$ cat src/rtl/irq_latch_ctrl.sv
// ============================================================================
// irq_latch_ctrl
// ----------------------------------------------------------------------------
// Interrupt-request latch controller for the CPU interrupt inputs.
//
// Rising edges on the request sources are latched into Pending. A per-source
// Mask gates which latched requests reach the CPU lines. Source 0 is the NMI
// source: when it is pending and enabled, a sequencer produces a fixed-width
// active-low NMI pulse and then auto-clears the latch. Sources 1..SOURCES-1
// are routed to FIRQ or IRQ by FIRQ_MAP. A lowest-index priority encoder
// reports which of those sources to service first.
//
// Parameters:
//   SOURCES    number of request sources (>= 2), source 0 is NMI
//   FIRQ_MAP   bit i set routes source i (i >= 1) to FIRQ_bar, else IRQ_bar
//   NMI_PULSE  NMI_bar low width in Clk cycles (>= 1)
//   MASK_INIT  Mask value loaded at reset
//
// Ports:
//   Clk        in   system clock, all state changes on the rising edge
//   Reset      in   synchronous active-high reset
//   Src        in   request levels, rising edge = request
//   Ack        in   per-source one-cycle clear strobes
//   Mask_we    in   load Mask from Mask_din
//   Mask_din   in   new mask value (1 = enabled)
//   Mask       out  current mask
//   Pending    out  latched requests
//   NMI_bar    out  active-low NMI pulse
//   FIRQ_bar   out  active-low FIRQ
//   IRQ_bar    out  active-low IRQ
//   Vector_id  out  lowest-index enabled pending source among 1..SOURCES-1,
//                   0 when none
//   Any_irq    out  some enabled source 1..SOURCES-1 is pending
// ============================================================================
`timescale 1ns/1ps

module irq_latch_ctrl #(
    parameter int                 SOURCES   = 4,
    parameter logic [SOURCES-1:0] FIRQ_MAP  = SOURCES'(4'b0010),
    parameter int                 NMI_PULSE = 8,
    parameter logic [SOURCES-1:0] MASK_INIT = {SOURCES{1'b1}}
) (
    input  logic                       Clk,
    input  logic                       Reset,
    input  logic [SOURCES-1:0]         Src,
    input  logic [SOURCES-1:0]         Ack,
    input  logic                       Mask_we,
    input  logic [SOURCES-1:0]         Mask_din,
    output logic [SOURCES-1:0]         Mask,
    output logic [SOURCES-1:0]         Pending,
    output logic                       NMI_bar,
    output logic                       FIRQ_bar,
    output logic                       IRQ_bar,
    output logic [$clog2(SOURCES)-1:0] Vector_id,
    output logic                       Any_irq
);

    localparam int VW = $clog2(SOURCES);

    // A 1-cycle pulse still needs a 1-bit counter to hold the value 0.
    localparam int CW = (NMI_PULSE > 1) ? $clog2(NMI_PULSE) : 1;
    localparam logic [CW-1:0] PULSE_LOAD = CW'(NMI_PULSE - 1);

    // Every source except the NMI source.
    localparam logic [SOURCES-1:0] NON_NMI = {{(SOURCES-1){1'b1}}, 1'b0};

    typedef enum logic [1:0] {
        ST_IDLE,
        ST_PULSE,
        ST_GAP
    } nmi_state_t;

    logic [SOURCES-1:0] src_d;
    logic [SOURCES-1:0] src_rise;
    logic [SOURCES-1:0] clear_vec;
    logic [SOURCES-1:0] pending_next;
    logic [SOURCES-1:0] enabled;
    logic [SOURCES-1:0] firq_set;
    logic [SOURCES-1:0] irq_set;
    logic [VW-1:0]      vector_next;
    logic               nmi_request;
    logic               nmi_autoclr;

    nmi_state_t         nmi_state;
    logic [CW-1:0]      nmi_count;

    // Edge detection against the previous Src sample. src_d resets to all
    // ones so a source that is already high when reset releases is not seen
    // as a new request.
    always_ff @(posedge Clk) begin
        if (Reset) begin
            src_d <= '1;
        end else begin
            src_d <= Src;
        end
    end

    assign src_rise = Src & ~src_d;

    // The NMI latch is released automatically on the last cycle of the pulse.
    assign nmi_autoclr = (nmi_state == ST_PULSE) && (nmi_count == '0);

    // Clear sources are Ack for every bit plus the NMI auto-clear on bit 0.
    // A rising edge in the same cycle always wins over any clear, so a
    // request arriving as the CPU acknowledges the previous one is not lost.
    always_comb begin
        clear_vec    = Ack;
        clear_vec[0] = Ack[0] | nmi_autoclr;
        pending_next = src_rise | (Pending & ~clear_vec);
    end

    // Request latches. These latch regardless of Mask so that unmasking a
    // source with an outstanding request raises its line.
    always_ff @(posedge Clk) begin
        if (Reset) begin
            Pending <= '0;
        end else begin
            Pending <= pending_next;
        end
    end

    // Mask register, written independently of edges and acknowledges.
    always_ff @(posedge Clk) begin
        if (Reset) begin
            Mask <= MASK_INIT;
        end else if (Mask_we) begin
            Mask <= Mask_din;
        end
    end

    // Enabled maskable requests split by destination line. The NMI source
    // never contributes to FIRQ, IRQ or the vector.
    assign enabled  = Pending & Mask & NON_NMI;
    assign firq_set = enabled & FIRQ_MAP;
    assign irq_set  = enabled & ~FIRQ_MAP;

    // Lowest-index priority encoder. Scanning from the top down lets the
    // lowest enabled index overwrite any higher one.
    always_comb begin
        vector_next = '0;
        for (int i = SOURCES - 1; i >= 1; i--) begin
            if (enabled[i]) begin
                vector_next = VW'(i);
            end
        end
    end

    // Registered CPU-facing outputs for the maskable lines, so they follow
    // Pending and Mask by one cycle and never glitch.
    always_ff @(posedge Clk) begin
        if (Reset) begin
            FIRQ_bar  <= 1'b1;
            IRQ_bar   <= 1'b1;
            Vector_id <= '0;
            Any_irq   <= 1'b0;
        end else begin
            FIRQ_bar  <= ~|firq_set;
            IRQ_bar   <= ~|irq_set;
            Vector_id <= vector_next;
            Any_irq   <= |enabled;
        end
    end

    assign nmi_request = Pending[0] & Mask[0];

    // NMI pulse sequencer. Once a pulse starts it always runs its full
    // width; masking or acknowledging source 0 mid-pulse only affects the
    // latch. GAP guarantees at least one high cycle between pulses, and a
    // request still pending there starts the next pulse straight away so
    // the gap is exactly one cycle.
    always_ff @(posedge Clk) begin
        if (Reset) begin
            nmi_state <= ST_IDLE;
            nmi_count <= '0;
            NMI_bar   <= 1'b1;
        end else begin
            case (nmi_state)
                ST_IDLE: begin
                    if (nmi_request) begin
                        nmi_state <= ST_PULSE;
                        nmi_count <= PULSE_LOAD;
                        NMI_bar   <= 1'b0;
                    end
                end
                ST_PULSE: begin
                    if (nmi_count == '0) begin
                        nmi_state <= ST_GAP;
                        NMI_bar   <= 1'b1;
                    end else begin
                        nmi_count <= nmi_count - 1'b1;
                    end
                end
                ST_GAP: begin
                    if (nmi_request) begin
                        nmi_state <= ST_PULSE;
                        nmi_count <= PULSE_LOAD;
                        NMI_bar   <= 1'b0;
                    end else begin
                        nmi_state <= ST_IDLE;
                    end
                end
                default: begin
                    nmi_state <= ST_IDLE;
                    NMI_bar   <= 1'b1;
                end
            endcase
        end
    end

endmodule

$ cat config.mk
export PLATFORM = sky130hd
export DESIGN_NAME = irq_latch_ctrl
export DESIGN_NICKNAME = d
export VERILOG_FILES = /design/src/rtl/irq_latch_ctrl.sv
export SDC_FILE = /design/constraint.sdc
export NUM_CORES = 1
export LEC_CHECK = 0
export ABC_AREA = 1
export BUFFER_PORTS_ARGS = -buffer_cell sky130_fd_sc_hd__buf_2
export CORE_UTILIZATION = 51
export CTS_CLUSTER_DIAMETER = 30
export CTS_CLUSTER_SIZE = 24
export DETAILED_ROUTE_END_ITERATION = 8
export PLACE_DENSITY = 0.8
export SKIP_CTS_REPAIR_TIMING = 1
export SYNTH_ARGS = -nofsm -noshare
export SYNTH_HDL_FRONTEND = slang
export SYNTH_SLANG_ARGS = --single-unit
$ cat constraint.sdc
create_clock -name Clk -period 2.4 [get_ports Clk]
set_clock_uncertainty 0.1 [all_clocks]
set_input_delay 0.24 -clock Clk [delete_from_list [all_inputs] [get_ports Clk]]
set_output_delay 0.24 -clock Clk [all_outputs]
set_load 0.01 [all_outputs]
==> flow_metrics.tcl, run 1 <==
set metrics [dict create \
    outcome "finished, violations left" \
    violations "design-rule violations" \
    hold_viol_final 0 \
    avgSynthCellArea_sq_um 8.11 \
    cap_violations 0 \
    drtAntennaViolNets 0 \
    switching_share_pct 26.0 \
    rr_worst_depth 7 \
    power_density_mw_per_mm2 632 \
    tightestPinTransition_ps 421 \
    dr_total_vias 763 \
    n_antenna_cell 0 \
    dieArea_sq_mm 0.00192 \
    yosys_warnings 0 \
    hold_depth 3 \
    startpoint_type "flip-flop" \
    clock-sinks 23 \
    cpMaxStageDelayCell "dfxtp_1" \
    grt_max_degree 15 \
    synth_cell_type_count 19 \
    ys_seq_elements 23 \
    via_per_inst 4.89 \
    synth_area_sq_um 892 \
    cts.reportedPaths.clkPinSlew_ps 130 \
    grt_antenna_before_repair 0 \
    switchingPower_mw 0.175 \
    crit_family "flip-flops" \
    ys_seq_area_share_pct 51.6 \
    cp.depth 1 \
    power_frac_comb_pct 11.9 \
    tritoncts "yes" \
    totalWireLength_mm 1.64 \
    io_buffers 28 \
    initial_core_util_pct 56.6 \
    wire_per_inst_um 10.5 \
    finalMaxSlewViolations 0 \
    crit_path_max_incr_delay_ps 420 \
    holdCritPathClass "input port to flip-flop" \
    max_slew_margin_pct 71.9 \
    io_pins 29 \
    worstPathRequired_ps 2060 \
    syn_nets 127 \
    clock_latency_ps 310 \
    root_buffer "clkbuf_4" \
    layout_common_cells "30 x nand2_1, 28 x buf_2, 23 x dfxtp_1" \
    worst-path-buf-inv 1 \
    dr.first_iter.drc_count 14 \
    gr-usage-all-layers_pct 19.1 \
    period_needed_ps 1240 \
    p_int_mw 0.496 \
    cp_max_fo 4 \
    p_leak_nw 0.553 \
    cts_buffers 3 \
    endpoint_kind "output port" \
    cp_data_arrival_time_ps 900 \
    firstDrtPassIters 6 \
    setup_viol 0 \
    nets 158 \
    drc 1 \
    die_w_um 43.8 \
    h-tree-depth 1 \
    drive_gt1_share_pct 29.3 \
    gr-total-overflow 0 \
    grt_pass1_wl_mm 2.74 \
    cp_cell_sequence "buf_2" \
    syn_to_final_growth_pct 18.9 \
    synth_cells 110 \
    power_frac_seq_pct 61.2 \
    crit_type "flip-flop to output port" \
    rsz0062_at_grt "false" \
    core-area_sq_mm 0.00158 \
    fmax_mhz 808 \
    gp_congestion 0.763 \
    tns_ps 0 \
    layout.cells.most_common "nand2_1" \
    clockBufferDepth 2 \
    hpwl_mm 1.27 \
    clock_power_share_pct 26.9 \
    fin_crit_sh_pct 51.6 \
    fin_total_pwr_mw 0.670 \
    die_h_um 43.8 \
    rows 14 \
    ir_drop_mv 0.400 \
    nFillCells 136 \
    grt_pass1_vias 691 \
]
-- area by class of cell --
| class | instances | area, sq um | area share [%] |
|---|---|---|---|
| flip-flops and latches | 23 | 460 | 43.4 |
| inverters | 19 | 71.3 | 6.72 |
| well taps | 16 | 20.0 | 1.89 |
| clock inverters | 1 | 5.00 | 0.472 |
| multi-input cells | 66 | 342 | 32.2 |
| clock buffers | 3 | 22.5 | 2.12 |
| repair buffers | 28 | 140 | 13.2 |
-- path summary, 6_finish.rpt --
path / to / slack [ps] / from
setup reg to reg: NMI_bar / 1180 / nmi_count[0]
setup / recovery: Mask[0] / 1160 / Mask[0]
hold reg to reg: NMI_bar / 380 / NMI_bar
hold / removal: src_d[2] / 1 / Src[2]
-- through the flow --
step	cell area, sq um	worst slack (ps)	std cells	hold slack [ps]	utilization (%)
2_1_floorplan	892	1290	110	232	-
3_5_place_dp	1030	1190	152	336	65.6
5_1_grt	1060	1080	156	11.3	67.3
4_1_cts	1060	1160	156	2.21	67.3
6_report	1060	1160	156	1.16	67.3
3_3_place_gp	1030	1230	152	325	65.6
-- power by group through the flow --
stage               registers [mW]  logic [mW]  clock network [mW]
finish                       0.411      0.0795               0.180
global route                 0.412      0.0910               0.193
CTS                          0.411      0.0801               0.180
detailed placement           0.419      0.0796                   0
global placement             0.418      0.0772                   0
floorplan                    0.423      0.0460                   0
-- cell usage after synthesis (all sizes together) --
| master | number | area [sq um] |
|---|---|---|
| buf | 2 | 18.8 |
| ha | 2 | 25.0 |
| or2 | 1 | 6.26 |
| o22ai | 3 | 18.8 |
| o21ai | 2 | 10.0 |
| inv | 19 | 71.3 |
| nand2 | 34 | 148 |
| nand3 | 11 | 60.1 |
| nor2 | 9 | 50.1 |
| dfxtp | 23 | 460 |
| a21oi | 4 | 23.8 |
-- routing by layer --
metal	part of all wire (%)	GRT usage, %	vias to the layer above
li1	-	-	394
met1	44	23.4	346
met2	50	32.5	19
met3	4.2	2.92	4
met4	1.5	9.38	0
met5	0	0	-
-- flip-flops by register name (all words and copies together) (netlist names) --
signal / flops
Any_irq: 1
IRQ_bar: 1
Pending: 4
src_d: 4
nmi_state: 2
nmi_count: 3
NMI_bar: 1
Mask: 4
Vector_id: 2
FIRQ_bar: 1
-- cell families (layout without fill, tap and decap cells) --
group	after synthesis	in the layout	synth area share [%]
AO/OA/AOI/OAI	9	9	5.89
adder cells (fa/ha/maj)	2	2	2.80
buffers and inverters	21	51	10.1
flip-flops	23	23	51.6
AND/OR/NAND/NOR	55	55	29.6
No activity file was read; power rests on OpenSTA's default activity.
==> run 2, diff against run 1 <==
- CORE_UTILIZATION: 51 -> 48
- PLACE_DENSITY: 0.8 -> 0.76
- clock period: 2.4 -> 1.3 ns (I/O delays scaled with it)
==> run 2 against run 1 <==
  * The flow now finishes without violations
  * Sequential power is 84% higher
  * Core utilization is 3.5 points higher
  * Clock power is 87% higher
  * Global-route usage is 1.3 points lower
  * Combinational power is 140% higher
  * Register-to-register slack worse by 1100 ps
  * Flip-flop and latch count stayed put
  * Hold slack better by 140 ps
  * Clock-buffer cell count stayed put
  * Non-clock buffer count is 15 higher
  * First-iteration DRC count stayed put
  * Final cell count is 15% higher
  * Critical endpoint is now NMI_bar
==> flow_metrics.tcl, run 2 (synthesis gave the netlist of run 1 again) <==
set metrics [dict create \
    final_area_sq_mm 0.00122 \
    cp_max_fo 5 \
    drc 0 \
    place_ws_ps 60.6 \
    layout_common_cells "30 x nand2_1, 28 x buf_2, 23 x dfxtp_1" \
    power_density_mw_per_mm2 1050 \
    hold_slack_ps 137 \
    startpoint_type "flip-flop" \
    die_h_um 45.1 \
    gr-total-overflow 0 \
    clock_latency_ps 320 \
    io_buffers 28 \
    rr_endpoint "NMI_bar" \
    dr.first_iter.drc_count 14 \
    n_antenna_cell 0 \
    grt_antenna_before_repair 0 \
    setup_viol 0 \
    layout.cells.most_common "nand2_1" \
    fin_crit_sh_pct 97.3 \
    reg.largest.list "Mask x4, Pending x4, src_d x4" \
    totalWireLength_mm 2.00 \
    hold_viol_final 0 \
    crit_path_max_incr_delay_ps 320 \
    finalMaxSlewViolations 0 \
    wire_per_inst_um 11.1 \
    reg2reg_slack_ps 40 \
    cts.reportedPaths.clkPinSlew_ps 130 \
    clockBufferDepth 2 \
    dr_total_vias 840 \
    tns_ps 0 \
    die_w_um 45.1 \
    fmax_mhz 791 \
    gp_congestion 0.739 \
    drtAntennaViolNets 0 \
    firstDrtPassIters 4 \
    period_needed_ps 1260 \
    initial_core_util_pct 51.7 \
    cp_data_arrival_time_ps 1360 \
    root_buffer "clkbuf_4" \
    nets 173 \
    dieArea_sq_mm 0.00203 \
    rr_worst_depth 7 \
    grt_pass1_wl_mm 2.50 \
    path_common_cell "nand3_1" \
    worstPathRequired_ps 1400 \
    placed_area_sq_mm 0.00104 \
    cap_violations 0 \
    hold_depth 3 \
    h-tree-depth 1 \
    io_pins 29 \
    ir_drop_mv 0.682 \
    hp-start "Reset" \
    grt_pass1_vias 640 \
    cts_buffers 3 \
    clock-sinks 23 \
    endpoint_kind "flip-flop" \
    crit_type "flip-flop to flip-flop" \
    max_slew_margin_pct 70.9 \
    via_per_inst 4.67 \
    core-area_sq_mm 0.00173 \
    tightestPinTransition_ps 436 \
    cpMaxStageDelayCell "dfxtp_1" \
    syn_to_final_growth_pct 37.0 \
    hpwl_mm 1.26 \
    rr_startpoint "nmi_count[0]" \
    fin_ws_ps 35.6 \
    holdCritPathClass "input port to flip-flop" \
    p_leak_nw 0.616 \
    cp_cell_sequence "inv_1, ha_1, nand2_2, nand2_4, nand3_1, nand2_1, nand3_1" \
    drive_gt1_share_pct 26.5 \
    min_delay_worst_endpoint "src_d[3]" \
    outcome "completed" \
    grt_max_degree 15 \
    tritoncts "yes" \
    fin_total_pwr_mw 1.28 \
    gr-usage-all-layers_pct 17.8 \
    rows 15 \
]
run 2: cell count changes in the layout (fill, tap and decap cells not counted), sizes merged:
cell	before	now
dlygate4sd3	0	15
run 2: stage by stage:
| step | std cells | utilization (%) |
|---|---|---|
| 2_1_floorplan | 110 | - |
| 3_3_place_gp | 161 | 60.5 |
| 3_5_place_dp | 161 | 60.5 |
| 4_1_cts | 165 | 62.1 |
| 5_1_grt | 180 | 70.8 |
| 6_report | 180 | 70.8 |
run 2: power breakdown:
part | switching [mW] | internal [mW] | leakage (nW) | total [mW]
Combinational | 0.0953 | 0.0920 | 0.409 | 0.187
Clock | 0.222 | 0.115 | 0.0177 | 0.337
Sequential | 0.0199 | 0.738 | 0.189 | 0.758
Total | 0.337 | 0.946 | 0.616 | 1.28
run 2: worst max path at each step:
stage                            start            to  slack [ps]  cells past startpoint
final                     nmi_count[0]       NMI_bar          40                      7
after global routing      nmi_count[1]  nmi_count[1]         -20                      7
after CTS                 nmi_count[0]       NMI_bar          60                      7
after detailed placement  nmi_count[0]       NMI_bar          60                      7
after global placement    nmi_count[0]       NMI_bar         140                      7
after floorplan           nmi_count[0]       NMI_bar         190                      7
run 2: routing by layer:
metal  GRT usage, %  vias up  routed length (um)
li1               -      426                   -
met1           19.2      386                 837
met2           30.7       21                1040
met3           3.60        7                  73
met4           12.7        0                  55
met5              0        -                   0
run 2: cell type report:
cell class,instances,area (sq um)
clock buffers,3,22.5
fillers,143,504
repair buffers,43,290
multi-input cells,66,342
flip-flops and latches,23,460
inverters,19,71.3
clock inverters,1,5.00
well taps,25,31.3
run 2: critical path: cells and delay by family (launching register included):
kind	cells	cell delay, ps
AND/OR/NAND/NOR	5	410
adder cells (fa/ha/maj)	1	210
flip-flops	1	320
buffers and inverters	1	110
==> run 3, diff against run 2 <==
- CORE_UTILIZATION: 48 -> 51
- CTS_BUF_LIST: not set -> sky130_fd_sc_hd__clkbuf_4 sky130_fd_sc_hd__clkbuf_8
- PLACE_DENSITY: 0.76 -> 0.8
- SLEW_MARGIN: not set -> 5
==> run 3 against run 2 <==
  * The flow now finishes with violations (design-rule violations)
  * Clock-buffer cell count stayed put
  * Setup slack better by 53 ps
  * Sequential share of layout area barely moved
  * Combinational power is essentially flat
  * Critical path depth down 1
  * Non-clock buffer count rose by 1
  * Via count is 0.60% higher
  * Hold slack improved by 21 ps
  * Core utilization grew 6.8 points
  * Final cell count fell by 4.4%
  * Critical endpoint is now nmi_count[0]
  * Largest cell class unchanged
==> flow_metrics.tcl, run 3 (synthesis gave the netlist of run 1 again) <==
set metrics [dict create \
    outcome "finished, violations left" \
    violations "design-rule violations" \
    grt_antenna_before_repair 0 \
    die_h_um 43.8 \
    clock_latency_ps 320 \
    final_area_sq_mm 0.00122 \
    grt_pass1_wl_mm 2.72 \
    drive_gt1_share_pct 27.6 \
    dieArea_sq_mm 0.00192 \
    syn_to_final_growth_pct 37.2 \
    switching_share_pct 26.0 \
    tns_ps 0 \
    hold_slack_ps 158 \
    clock_power_share_pct 26.0 \
    hold_viol_final 0 \
    rows 14 \
    core-area_sq_mm 0.00158 \
    io_buffers 28 \
    setup_viol 0 \
    die_w_um 43.8 \
    power_frac_seq_pct 59.2 \
    worstPathRequired_ps 1470 \
    placed_area_sq_mm 0.00103 \
    path_common_cell "nor2_1" \
    holdCritPathClass "input port to flip-flop" \
    fmax_mhz 826 \
    root_buffer "clkbuf_4" \
    n_antenna_cell 0 \
    grt_pass1_vias 687 \
    crit_start "nmi_count[0]" \
    gp_congestion 0.719 \
    totalWireLength_mm 1.96 \
    clockBufferDepth 2 \
    via_per_inst 4.91 \
    cts_buffers 3 \
    hpwl_mm 1.24 \
    h-tree-depth 1 \
    startpoint_type "flip-flop" \
    hp-start "Reset" \
    drtAntennaViolNets 0 \
    rsz0062_at_grt "false" \
    switchingPower_mw 0.334 \
    grt_max_degree 15 \
    period_needed_ps 1210 \
    wire_per_inst_um 11.4 \
    cp_cell_sequence "inv_2, ha_2, nand2_2, a21oi_1, nor2_1, nor2_1" \
    power_density_mw_per_mm2 1050 \
    dr_total_vias 845 \
    postLayoutCoreUtil_pct 77.6 \
    cp_max_fo 4 \
    dr.first_iter.drc_count 16 \
    endpoint_kind "flip-flop" \
    fin_crit_sh_pct 93.2 \
    power_frac_comb_pct 14.8 \
    drc 1 \
    initial_core_util_pct 56.6 \
    p_int_mw 0.948 \
    final_cells 172 \
    firstDrtPassIters 6 \
    crit_path_max_incr_delay_ps 330 \
    cap_violations 0 \
    place_inst 152 \
    tritoncts "yes" \
    nets 174 \
    cts.reportedPaths.clkPinSlew_ps 120 \
    rr_startpoint "nmi_count[0]" \
    gr-total-overflow 0 \
    cp_data_arrival_time_ps 1380 \
    crit_family "flip-flops" \
    place_ws_ps 71.1 \
    crit_type "flip-flop to flip-flop" \
    finalMaxSlewViolations 0 \
    layout_common_cells "30 x nand2_1, 28 x buf_2, 23 x dfxtp_1" \
    max_slew_margin_pct 71.0 \
    p_leak_nw 0.619 \
    fin_ws_ps 88.9 \
    worst-path-buf-inv 1 \
    ir_drop_mv 0.909 \
    reg.largest.list "Mask x4, Pending x4, src_d x4" \
    gr-usage-all-layers_pct 19.1 \
    nFillCells 105 \
    io_pins 29 \
    cpMaxStageDelayCell "dfxtp_1" \
    clock-sinks 23 \
    fin_total_pwr_mw 1.28 \
    tightestPinTransition_ps 434 \
    layout.cells.most_common "nand2_1" \
]
## run 3: tightest hold or removal path: stages
cell and delay [ps]:
buf_2 100, inv_1 200, nand2_1 120
## run 3: worst paths after layout
| kind | slack (ps) | cells after the start | end |
|---|---|---|---|
| worst max-delay path | 90 | 6 | nmi_count[0] |
| worst min-delay path | 160 | 3 | src_d[3] |
| worst max register to register | 90 | 6 | nmi_count[0] |
| worst min register to register | 370 | 2 | NMI_bar |
## run 3: power by group through the flow
stage | Combinational, mW | Sequential [mW] | Clock (mW)
after floorplan | 0.0849 | 0.781 | 0
after global placement | 0.142 | 0.772 | 0
after detailed placement | 0.148 | 0.774 | 0
after CTS | 0.149 | 0.758 | 0.344
after global routing | 0.211 | 0.762 | 0.360
final | 0.190 | 0.758 | 0.334
## run 3: area by class of cell
class,count,area [sq um],area share (%)
clock buffer,3,22.5,1.84
clock inverter,1,5.00,0.409
inverter,19,71.3,5.83
multi-input combinational,66,344,28.1
sequential,23,460,37.6
tap,16,20.0,1.64
timing repair buffer,44,300,24.5
## run 3: layer usage
layer  wire length (um)  track usage [%]  share of wire (%)  vias to the layer above
met2               1010             31.0                 51                       24
met1                847             24.1                 43                      386
met3                 66             2.50                3.4                        5
met5                  0                0                  0                        -
met4                 38             11.3                1.9                        0
li1                   -                -                  -                      430
